## src/rtl/int_arith_pkg.sv

```systemverilog
// Shared definitions for the integer arithmetic blocks (sum of squares, square root).
package int_arith_pkg;

  typedef enum logic [1:0] {
    IDLE,
    SQ_X,
    SQ_Y
  } sq_state_t;

  // Bits needed to count 0..n-1, never less than one.
  function automatic int unsigned cnt_width(input int unsigned n);
    return (n < 2) ? 1 : $clog2(n);
  endfunction

endpackage

```

## src/rtl/int_sum_squares.sv

```systemverilog
// Sequential unsigned x^2 + y^2 using shift-add, one multiplier bit per clock.
// Feeds the square root block's radicand; same start/done handshake.
module int_sum_squares
  import int_arith_pkg::*;
#(
  parameter int unsigned N = 8
) (
  input  logic           clk,
  input  logic           rst,
  input  logic           start,
  input  logic [N-1:0]   x,
  input  logic [N-1:0]   y,
  output logic           done,
  output logic [2*N:0]   out
);

  localparam int unsigned W  = 2 * N + 1;
  localparam int unsigned CW = cnt_width(N);

  sq_state_t       state_q, state_d;
  logic [N-1:0]    xr_q, yr_q;
  logic [W-1:0]    acc_q;
  logic [CW-1:0]   cnt_q;

  logic [N-1:0]    opnd;
  logic [W-1:0]    pp;
  logic [W-1:0]    acc_sum;
  logic            last;

  // Partial product for the current multiplier bit of whichever operand is being squared.
  always_comb begin
    opnd    = (state_q == SQ_X) ? xr_q : yr_q;
    pp      = '0;
    if (opnd[cnt_q]) begin
      pp = W'(opnd) << cnt_q;
    end
    acc_sum = acc_q + pp;
    last    = (cnt_q == CW'(N - 1));
  end

  // Next-state logic: x is squared first, then y, then back to idle.
  always_comb begin
    state_d = state_q;
    unique case (state_q)
      IDLE:    if (start) state_d = SQ_X;
      SQ_X:    if (last)  state_d = SQ_Y;
      SQ_Y:    if (last)  state_d = IDLE;
      default: state_d = IDLE;
    endcase
  end

  // State register.
  always_ff @(posedge clk) begin
    if (rst) begin
      state_q <= IDLE;
    end else begin
      state_q <= state_d;
    end
  end

  // Operand capture, accumulation, bit counter and registered result.
  always_ff @(posedge clk) begin
    if (rst) begin
      xr_q  <= '0;
      yr_q  <= '0;
      acc_q <= '0;
      cnt_q <= '0;
      out   <= '0;
      done  <= 1'b0;
    end else begin
      done <= 1'b0;
      unique case (state_q)
        IDLE: begin
          if (start) begin
            xr_q  <= x;
            yr_q  <= y;
            acc_q <= '0;
            cnt_q <= '0;
          end
        end
        SQ_X: begin
          acc_q <= acc_sum;
          cnt_q <= last ? '0 : cnt_q + CW'(1);
        end
        SQ_Y: begin
          acc_q <= acc_sum;
          cnt_q <= last ? '0 : cnt_q + CW'(1);
          if (last) begin
            out  <= acc_sum;
            done <= 1'b1;
          end
        end
        default: ;
      endcase
    end
  end

endmodule

```

## config.mk

```make
export PLATFORM = sky130hd
export DESIGN_NAME = int_sum_squares
export DESIGN_NICKNAME = d
export VERILOG_FILES = /design/src/rtl/int_arith_pkg.sv /design/src/rtl/int_sum_squares.sv
export SDC_FILE = /design/constraint.sdc
export NUM_CORES = 1
export LEC_CHECK = 0
export ABC_AREA = 1
export CAP_MARGIN = 40
export CORE_MARGIN = 2
export CORE_UTILIZATION = 57
export CTS_CLUSTER_DIAMETER = 30
export DETAILED_ROUTE_END_ITERATION = 10
export GPL_TIMING_DRIVEN = 0
export PLACE_DENSITY = 0.83
export RECOVER_POWER = 25
export SLEW_MARGIN = 25
export SYNTH_ARGS = -nofsm -noshare
export SYNTH_HDL_FRONTEND = slang
export SYNTH_SLANG_ARGS = --single-unit
export TNS_END_PERCENT = 20
```

## constraint.sdc

```tcl
create_clock -name clk -period 3.7 [get_ports clk]
set_input_delay 1.11 -clock clk [delete_from_list [all_inputs] [get_ports clk]]
set_output_delay 1.11 -clock clk [all_outputs]
set_load 0.01 [all_outputs]
```

======== Word level (Yosys, flattened, before mapping) ========
Index checks and enable logic that the tools add are counted.
word-level totals
  bits in registers ....................... 56
  latch bits .............................. 0
  memory bits (writable) .................. 0
  bits in read-only memories .............. 0
  bits of input ports ..................... 19
  output and inout port bits .............. 18
  word-level logic and storage cells ...... 40
  memories kept ........................... 0
cells by class
  add/sub/neg operators ................... 2
  multipliers ............................. 0
  div/mod/pow operators ................... 0
  magnitude comparators ................... 1
  equality and inequality tests ........... 6
  shifts and indexed selects .............. 1
  multiplexer cells ....................... 14
  bitwise logic cells ..................... 1
  reductions and logical operators ........ 8
operator list
  kind                                                         number
  two-way mux 17 bit                                           2
  case mux 17 bit (2 select lines)                             1
  adder 17 bit                                                 1
  << shifter 8 x 3 -> 17 bit                                   1
  two-way mux 8 bit                                            1
  two-way mux 2 bit                                            3
  two-way mux 3 bit                                            2
  != test 2 bit (second input constant)                        3
  case mux 2 bit (3 select lines)                              1
  case mux 3 bit (2 select lines)                              1
  AND reduction 2 bit                                          3
  less-than comparator 3 x 4 -> 1 bit (second input constant)  1
  OR reduction 2 bit                                           2
  adder 3 x 1 -> 3 bit (second input constant)                 1
  binary-select mux 1 bit (select 3 bit)                       1
  == test 3 bit (second input constant)                        1
  AND reduction 3 bit                                          1
  == test 2 x 1 -> 1 bit (second input constant)               1
  == test 2 bit (second input constant)                        1
  zero test 2 bit                                              1
  two-way mux 1 bit                                            2
  nonzero test 2 bit                                           1
  NOT 1 bit                                                    1

======== Depth between registers and ports, before layout ========
Gate-level depths: netlist of the first run.
  depth after elaboration ................. 7
  mapped depth ............................ 24
  gate-level depth less buffers ........... 23

======== Worst setup path before layout of the first run ========
Ideal clock, no wire load.
  path kind ............................... reg2reg
  start point ............................. reg state_q[1]
  end point ............................... reg out[15]
  setup time .............................. 0.109 ns
  arrival ................................. 2.495 ns
  data required time ...................... 3.591 ns
  setup slack ............................. 1.096 ns
  stages on the path, launching flop included .. 23
  path buffers ............................ 1
  clock period less this slack ............ 2.604 ns
  cell sequence ........................... dfxtp_1 inv_1 ha_1 or2_2 o21ai_2 nand2_1 nand2_1 nand2_1 nand3_2 and2_4 buf_6 nor2_2 ha_1 nand2_1 inv_1 nand2_1 nand2_1 a21oi_1 nand3_1 nand2_1 nand2_1 nand2_1 inv_1
between the ends
  word-level cells in the longest chain between the ends .. 6
  elaborated cells between the ends (all ways) .. 9
  those cells by class .................... 1 x add/sub; 2 x eq/ne; 1 x shift; 4 x mux; 1 x reduce/logical
RTL lines
  what                                     line                   RTL
  start: declaration                       int_sum_squares.sv:20  sq_state_t state_q, state_d;
  start signal: assignment                 int_sum_squares.sv:57  state_q <= state_d;
  == test 2 x 1 -> 1 bit                   int_sum_squares.sv:32  opnd = (state_q == SQ_X) ? xr_q : yr_q;
  two-way mux 8 bit                        int_sum_squares.sv:32
  binary-select mux 1 bit (select 3 bit)   int_sum_squares.sv:34  if (opnd[cnt_q]) begin
  two-way mux 1 bit (implied by the code)  int_sum_squares.sv:34
  two-way mux 17 bit                       int_sum_squares.sv:34
  adder 17 bit                             int_sum_squares.sv:37  acc_sum = acc_q + pp;
  end signal: assignment                   int_sum_squares.sv:89  out <= acc_sum;
  end: declaration                         int_sum_squares.sv:14  output logic [2*N:0] out
Parallel ways exist; a longest one is shown, timed or not. The select of a mux whose other input is x is not followed.
A chain may end at the register's enable or synchronous reset.

======== Worst setup path in the final report of the first run ========
Ends and elaborated chain as after synthesis.

==> results.md, run 1 <==
* Distinct cells, synth at 32
* Number of antenna violations at the first check in global routing at 0
* First-pass DRT Iterations at 5
* Wire length of the first global-routing pass at 15200 um
* TNS Setup at 0 ns
* Hold WC Path Type: flip-flop to flip-flop
* Final Hold Fails at 0
* # port buffers at 35
* Commonest non-fill, non-tap cells in the layout: 202 x nand2_1, 79 x nor2_1, 73 x inv_1, 56 x dfxtp_1, 36 x o21ai_0
* Number of post-CTS setup repair buffers at 0
* Resized cells post-CTS at 0
* Maxcap violations at 0
* Die H at 83.4 um
* Slew Viols, Final at 0
* Setup Skew at 0.0182 ns
* Final-stage net count at 668
* Weighted congestion at the end of routability-driven global placement at 0.924
* Dominant register cell in the synthesized netlist: dfxtp_1
* Leading cell type in the layout, fill and taps excluded: nand2_1
* Count of flip-flops with a built-in enable after synthesis at 0
* Diodes inserted at 0
* Row cnt at 28
* Share of cells above drive strength 1 at 5.10%
* Tmin final at 3.24 ns
* Power per standard cell area at 496 nW/um2
* Setup slack at placement at 0.649 ns
* Fraction of synthesized area in multiplexers at 0%
* Post-synthesis cell area at 3600 um2
* Detail-routed via count per cell at 5.18
* Maximum clock rate at 309 MHz
* Worst-path fanout max at 10
* Half-perimeter wire length after detailed placement at 6910 um
* Total CTS buffers at 5
* CTS Hold Buffers Added at 0
* Clock tree from TritonCTS: built
* Post-synthesis compound-gate area fraction at 12.1%
* Avg Synthesized Cell Area at 6.14 um2
* Routed wire length at 8750 um
* Unrepaired setup endpoints after global routing: no
* CTS H-tree lvls at 2
* Overall die area at 6960 um2
* Total clock sinks at 56
* Pin count of the biggest net entering global routing at 17
* Flop and latch count out of synthesis at 56
* Sequential share of the synthesized area at 31.2%
* Clock tree root driver cell: clkbuf_8
* Routed WL per cell at 12.4 um
* GRT Overall Usage at 26.6%
* Worst slew margin relative to its limit at 58.9%
* Arrival time worst endpoint at 3.46 ns
* Run status: finished clean
* IO Count at 37
* Part of the cycle the worst path needs at 87.5%
* Dominant combinational cell family by area after synthesis: simple AND/OR/NAND/NOR gates
* Data required time of the worst path at 3.92 ns
* DRT antenna net count at 0
* Initial detailed-routing violation count at 240
* Instance count of the mapped netlist at 586
* Kind of end point of the critical path: flip-flop
* Classification of the worst setup path: flip-flop to flip-flop
* Total congestion overflow at 0
* Vias in the first global route at 3363
* Final setup vio count at 0
* Clock Pin Slew Worst Setup and Hold Paths at 0.10 ns
* Clock Tree Buf Depth at 2
* Standard cell core area at 6030 um2
* Relative area change from synthesis to final layout at 15.8%
* Parity-gate share of the synthesized area counting xor and xnor cells at 1.70%
* Worst Tran Pin Value at 0.617 ns
* Width of the die at 83.4 um
* Proportion of register bits with asynchronous set or reset after synthesis at 0%
* DRC viols at 0
* Clock network latency to the later pin of the worst-skew pair at 0.32 ns
* Simple-Gate Fraction of Synth Area at 36.4%
* Net count of the mapped netlist at 626
* Leakage dissipation at 0.00213 uW
* Nature of the critical path startpoint: flip-flop
* Synthesized-area fraction occupied by adder cells at 7.52%
* Initial core utilization at 59.7%
* YS warnings at 0
* Setup slack after layout at 0.461 ns
* Routed vias at 3639
* Highest ir drop seen on vdd at 0.000387 V
-- where the power goes --
group          switching, uW  internal (uW)
Combinational            585            297
Sequential              42.8            672
Clock                    203            267
-- layout make-up --
cell class                 instances  area (um2)
timing repair buffer              35         350
tap                               75        93.8
clock inverter                     2        60.1
multi-input combinational        432        2070
inverter                          77         294
clock buffer                       5        68.8
buffer                            21         106
fill                             547        1860
sequential                        56        1120
-- cells by family (layout without fill, tap and decap cells) --
kind of cell | Yosys count | count (layout)
compound gates | 78 | 78
xor+xnor | 7 | 7
fa+ha+maj | 21 | 21
buf+inv | 98 | 140
flops | 56 | 56
simple gates | 326 | 326
-- path summary, 6_finish.rpt --
path / startpoint / to / slack, ns / cells after the start
worst max register to register: state_q[1] / out[15] / 0.46 / 21
worst max-delay path: state_q[1] / out[15] / 0.46 / 21
worst min-delay path: yr_q[0] / yr_q[0] / 0.47 / 2
worst min register to register: yr_q[0] / yr_q[0] / 0.47 / 2
-- routing by layer --
metal  GRT usage [%]  up-vias  wire [um]
met1            38.3     1603       4200
met3            3.88       19        621
met4            8.06        0        195
met2            41.2      118       3730
met5               0        -          0
li1                -     1899          -
-- sequential cells by signal (all words and copies together) (netlist names) --
| signal | cells |
|---|---|
| xr_q | 8 |
| yr_q | 8 |
| done | 1 |
| acc_q | 17 |
| cnt_q | 3 |
| out | 17 |
| state_q | 2 |
-- stage by stage --
stage               cells  hold slack, ns  util [%]  area [um2]  total power (uW)
finish                703           0.470      69.1        4170              2070
global route          703           0.493      69.1        4170              2220
CTS                   703           0.478      69.2        4170              2070
detailed placement    696           0.463      67.0        4040              1600
global placement      696           0.456      67.0        4040              1570
floorplan             586           0.445         -        3600              1380
-- worst max-delay path, cell delays in order (launching register included) --
cell,delay (ns)
dfxtp_1,0.34
inv_1,0.07
ha_1,0.21
buf_6,0.15
o21ai_0,0.37
nand2_1,0.12
nand3_1,0.11
nand3_2,0.13
and2_4,0.19
buf_6,0.13
nor2_2,0.08
ha_1,0.28
nand2_1,0.11
inv_1,0.06
a21oi_1,0.13
nand2_1,0.14
nand2_1,0.11
nand3_1,0.09
nand2_1,0.15
nand2_1,0.07
nand2_1,0.07
inv_1,0.03
-- cells in the mapped netlist, types with 2 or more instances --
library cell,n,area [um2]
xor2_1,5,43.8
dfxtp_1,56,1120
nor2_2,7,43.8
buf_6,3,33.8
a21oi_1,29,145
xnor2_1,2,17.5
o21ai_0,35,175
nand2_1,202,758
clkbuf_1,13,48.8
nor2_1,79,297
o21ai_2,4,35.0
a211oi_1,2,15.0
or2_2,4,25.0
clkinv_1,2,7.51
ha_1,20,250
inv_1,73,274
buf_1,3,11.3
nand3_1,26,130
nand3_2,2,20.0
nor3_1,4,20.0
o211ai_1,4,30.0
Power figures use the tool's default switching activity.
==> run 2, diff against run 1 <==
Settings changed: GPL_ROUTABILITY_DRIVEN set to 0.
==> run 2 against run 1 <==
Total power is 5.3% lower. Core utilization is 0.62 points lower. Non-clock buffer count stayed put. Cell count is 0.14% higher. Clock skew is 0.00088 ns higher. Die area stayed put. Clock-buffer cell count stayed put. Setup slack worse by 0.065 ns. Routed wire length is 2.1% higher. Critical endpoint is now out[11]. Highest routed layer unchanged.
==> results.md, run 2 (synthesized netlist as in run 1, its figures left out) <==
* Slew Viols, Final at 0 (unchanged)
* Overall die area at 6960 um2 (unchanged)
* Tot Pwr at 1960 uW (-5.3%)
* Final Hold Fails at 0 (unchanged)
* Clock Pin Slew Worst Setup and Hold Paths at 0.11 ns (about the same)
* Routed WL per cell at 12.7 um (+1.9%)
* Standard cell core area at 6030 um2 (unchanged)
* Total CTS buffers at 5 (unchanged)
* DRT antenna net count at 0 (unchanged)
* Final-stage net count at 668 (unchanged)
* Total clock sinks at 56 (unchanged)
* Non-filler instance count after layout at 704 (+0.14%)
* Power per standard cell area at 474 nW/um2 (-4.4%)
* DRC viols at 0 (unchanged)
* Count of fill cells added during filler insertion at 556 (+1.6%)
* Tmin final at 3.30 ns (+0.0651 ns)
* Width of the die at 83.4 um (unchanged)
* Die H at 83.4 um (unchanged)
* Number of antenna violations at the first check in global routing at 0 (unchanged)
* CTS H-tree lvls at 2 (unchanged)
* Kind of end point of the critical path: flip-flop
* Relative area change from synthesis to final layout at 14.8%
* Final setup vio count at 0 (unchanged)
* Pin count of the biggest net entering global routing at 19 (+2)
* Leakage dissipation at 0.00211 uW (-0.74%)
* Initial detailed-routing violation count at 268 (+12%)
* Final Cell Area at 4130 um2 (-0.90%)
* # port buffers at 35 (unchanged)
* Logic depth of the worst register-to-register path at 21 (unchanged)
* Maxcap violations at 0 (unchanged)
* Classification of the worst setup path: flip-flop to flip-flop
* Setup slack after layout at 0.396 ns (-0.0651 ns)
* Hold WC Path Type: flip-flop to flip-flop
* IO Count at 37 (unchanged)
* CTS Hold Buffers Added at 0 (unchanged)
* CP most frequent cell: nand2_1
* Run status: finished clean
* Total congestion overflow at 0 (unchanged)
* Hold Path Origin: yr_q[0]
* Vias in the first global route at 3322 (-1.2%)
* Maximum clock rate at 303 MHz (-2.0%)
* Wire length of the first global-routing pass at 15100 um (-1.0%)
* Data required time of the worst path at 3.93 ns (about the same)
* First-pass DRT Iterations at 5 (unchanged)
* Setup Skew at 0.0191 ns (+0.000879 ns)
* Count of placed standard cells including taps at 696 (unchanged)
* Initial core utilization at 59.7% (unchanged)
* GRT Overall Usage at 26.3% (-0.22 points)
* Diodes inserted at 0 (unchanged)
* Worst Tran Pin Value at 0.611 ns (-0.00608 ns)
* Unrepaired setup endpoints after global routing: no
* Arrival time worst endpoint at 3.54 ns (+0.08 ns)
* Half-perimeter wire length after detailed placement at 6940 um (+0.44%)
* Highest ir drop seen on vdd at 0.000459 V (+18%)
* Part of the cycle the worst path needs at 89.3% (+1.8 points)
* TNS Setup at 0 ns (unchanged)
* Routed vias at 3644 (+0.14%)
* Clock Tree Buf Depth at 2 (unchanged)
* Worst slew margin relative to its limit at 59.3% (+0.41 points)
* Master of the slowest instance on the critical path: dfxtp_1
* Ordered cell list for the critical path: inv_1, ha_1, buf_6, o21ai_0, nand2_1, nand3_1, nand3_2, and2_4, buf_6, nor2_2, ha_1, nand2_1, inv_1, a21oi_1, nand2_1, nand2_1, nand3_1, nand2_1, nand2_1, nand2_1, inv_1
* Capture instance of the worst register-to-register path: out[11]
* Routed wire length at 8930 um (+2.1%)
* Count of cells along the worst hold path at 2 (unchanged)
* Setup slack at placement at 0.639 ns (-0.0101 ns)
* Clock tree root driver cell: clkbuf_8
* Registers with the most flip-flops: acc_q: 17 flops, out: 17 flops
* Detail-routed via count per cell at 5.18 (about the same)
* Nature of the critical path startpoint: flip-flop
* Share of cells above drive strength 1 at 5.25% (+0.15 points)
* Worst-path fanout max at 10 (unchanged)
* Post-Place Cell Area at 4040 um2 (unchanged)
* Row cnt at 28 (unchanged)
* Internal reg-to-reg setup slack at 0.40 ns (-0.07 ns)
* Worst hold endpoint: yr_q[0]
* Clock network latency to the later pin of the worst-skew pair at 0.32 ns (about the same)
* Clock tree from TritonCTS: built
* Leading cell type in the layout, fill and taps excluded: nand2_1
* Slowest Stage Delay on Critical Path at 0.35 ns (-0.02 ns)
* Commonest non-fill, non-tap cells in the layout: 202 x nand2_1, 79 x nor2_1, 73 x inv_1, 56 x dfxtp_1, 36 x o21ai_0
* Critical register-to-register path startpoint: state_q[1]
* Resized cells post-CTS at 0 (unchanged)
* Number of post-CTS setup repair buffers at 0 (unchanged)
## run 2: changes by cell type in the layout (fill, tap and decap cells not counted)
cell and delta:
inv_6 +1, bufinv_16 -2, clkinv_4 +1, clkinv_2 +1
## run 2: cell type report
type / instances / area [um2] / area share (%)
plain buffers: 21 / 106 / 2.58
flip-flops and latches: 56 / 1120 / 27.2
repair buffers: 35 / 350 / 8.49
clock inverters: 3 / 22.5 / 0.546
well taps: 75 / 93.8 / 2.27
clock buffers: 5 / 68.8 / 1.67
inverters: 77 / 294 / 7.12
multi-input cells: 432 / 2070 / 50.2
## run 2: critical path: cells and delay by family, from the launching register on
kind            cells  cell delay (ns)
buf+inv             5             0.47
flops               1             0.35
simple gates       12             1.43
compound gates      2             0.48
fa+ha+maj           2             0.50
## run 2: worst max-delay path by stage
stage               slack [ns]       start  cells after the start       to
floorplan                 1.10  state_q[1]                     22  out[15]
global placement          0.75  state_q[1]                     24  out[15]
detailed placement        0.64  state_q[1]                     23  out[11]
CTS                       0.61  state_q[1]                     24  out[11]
global route              0.14  state_q[1]                     21  out[11]
finish                    0.40  state_q[1]                     21  out[11]
## run 2: stage by stage
step           hold slack (ns)  utilization, %
2_1_floorplan            0.445               -
3_3_place_gp             0.455            67.0
3_5_place_dp             0.463            67.0
4_1_cts                  0.480            68.6
5_1_grt                  0.509            68.5
6_report                 0.471            68.5
## run 2: per-layer routing
metal  up-vias  global-route usage [%]  part of all wire, %
li1       1896                       -                    -
met1      1622                    38.8                   49
met2       117                    41.7                   44
met3         9                    3.28                  6.4
met5         -                       0                    0
met4         0                    5.28                  1.1
## run 2: where the power goes
group / internal, uW / switching, uW
sequential: 672 / 45.0
combinational: 297 / 591
clock: 136 / 215
==> run 3, diff against run 2 <==
Settings changed: ABC_CLOCK_PERIOD_IN_PS set to 3700, CTS_CLUSTER_SIZE set to 12, GPL_ROUTABILITY_DRIVEN 0 to unset.
==> results of run 3 <==
Same layout as run 1: the final DEF is identical, and so are final timing and power.
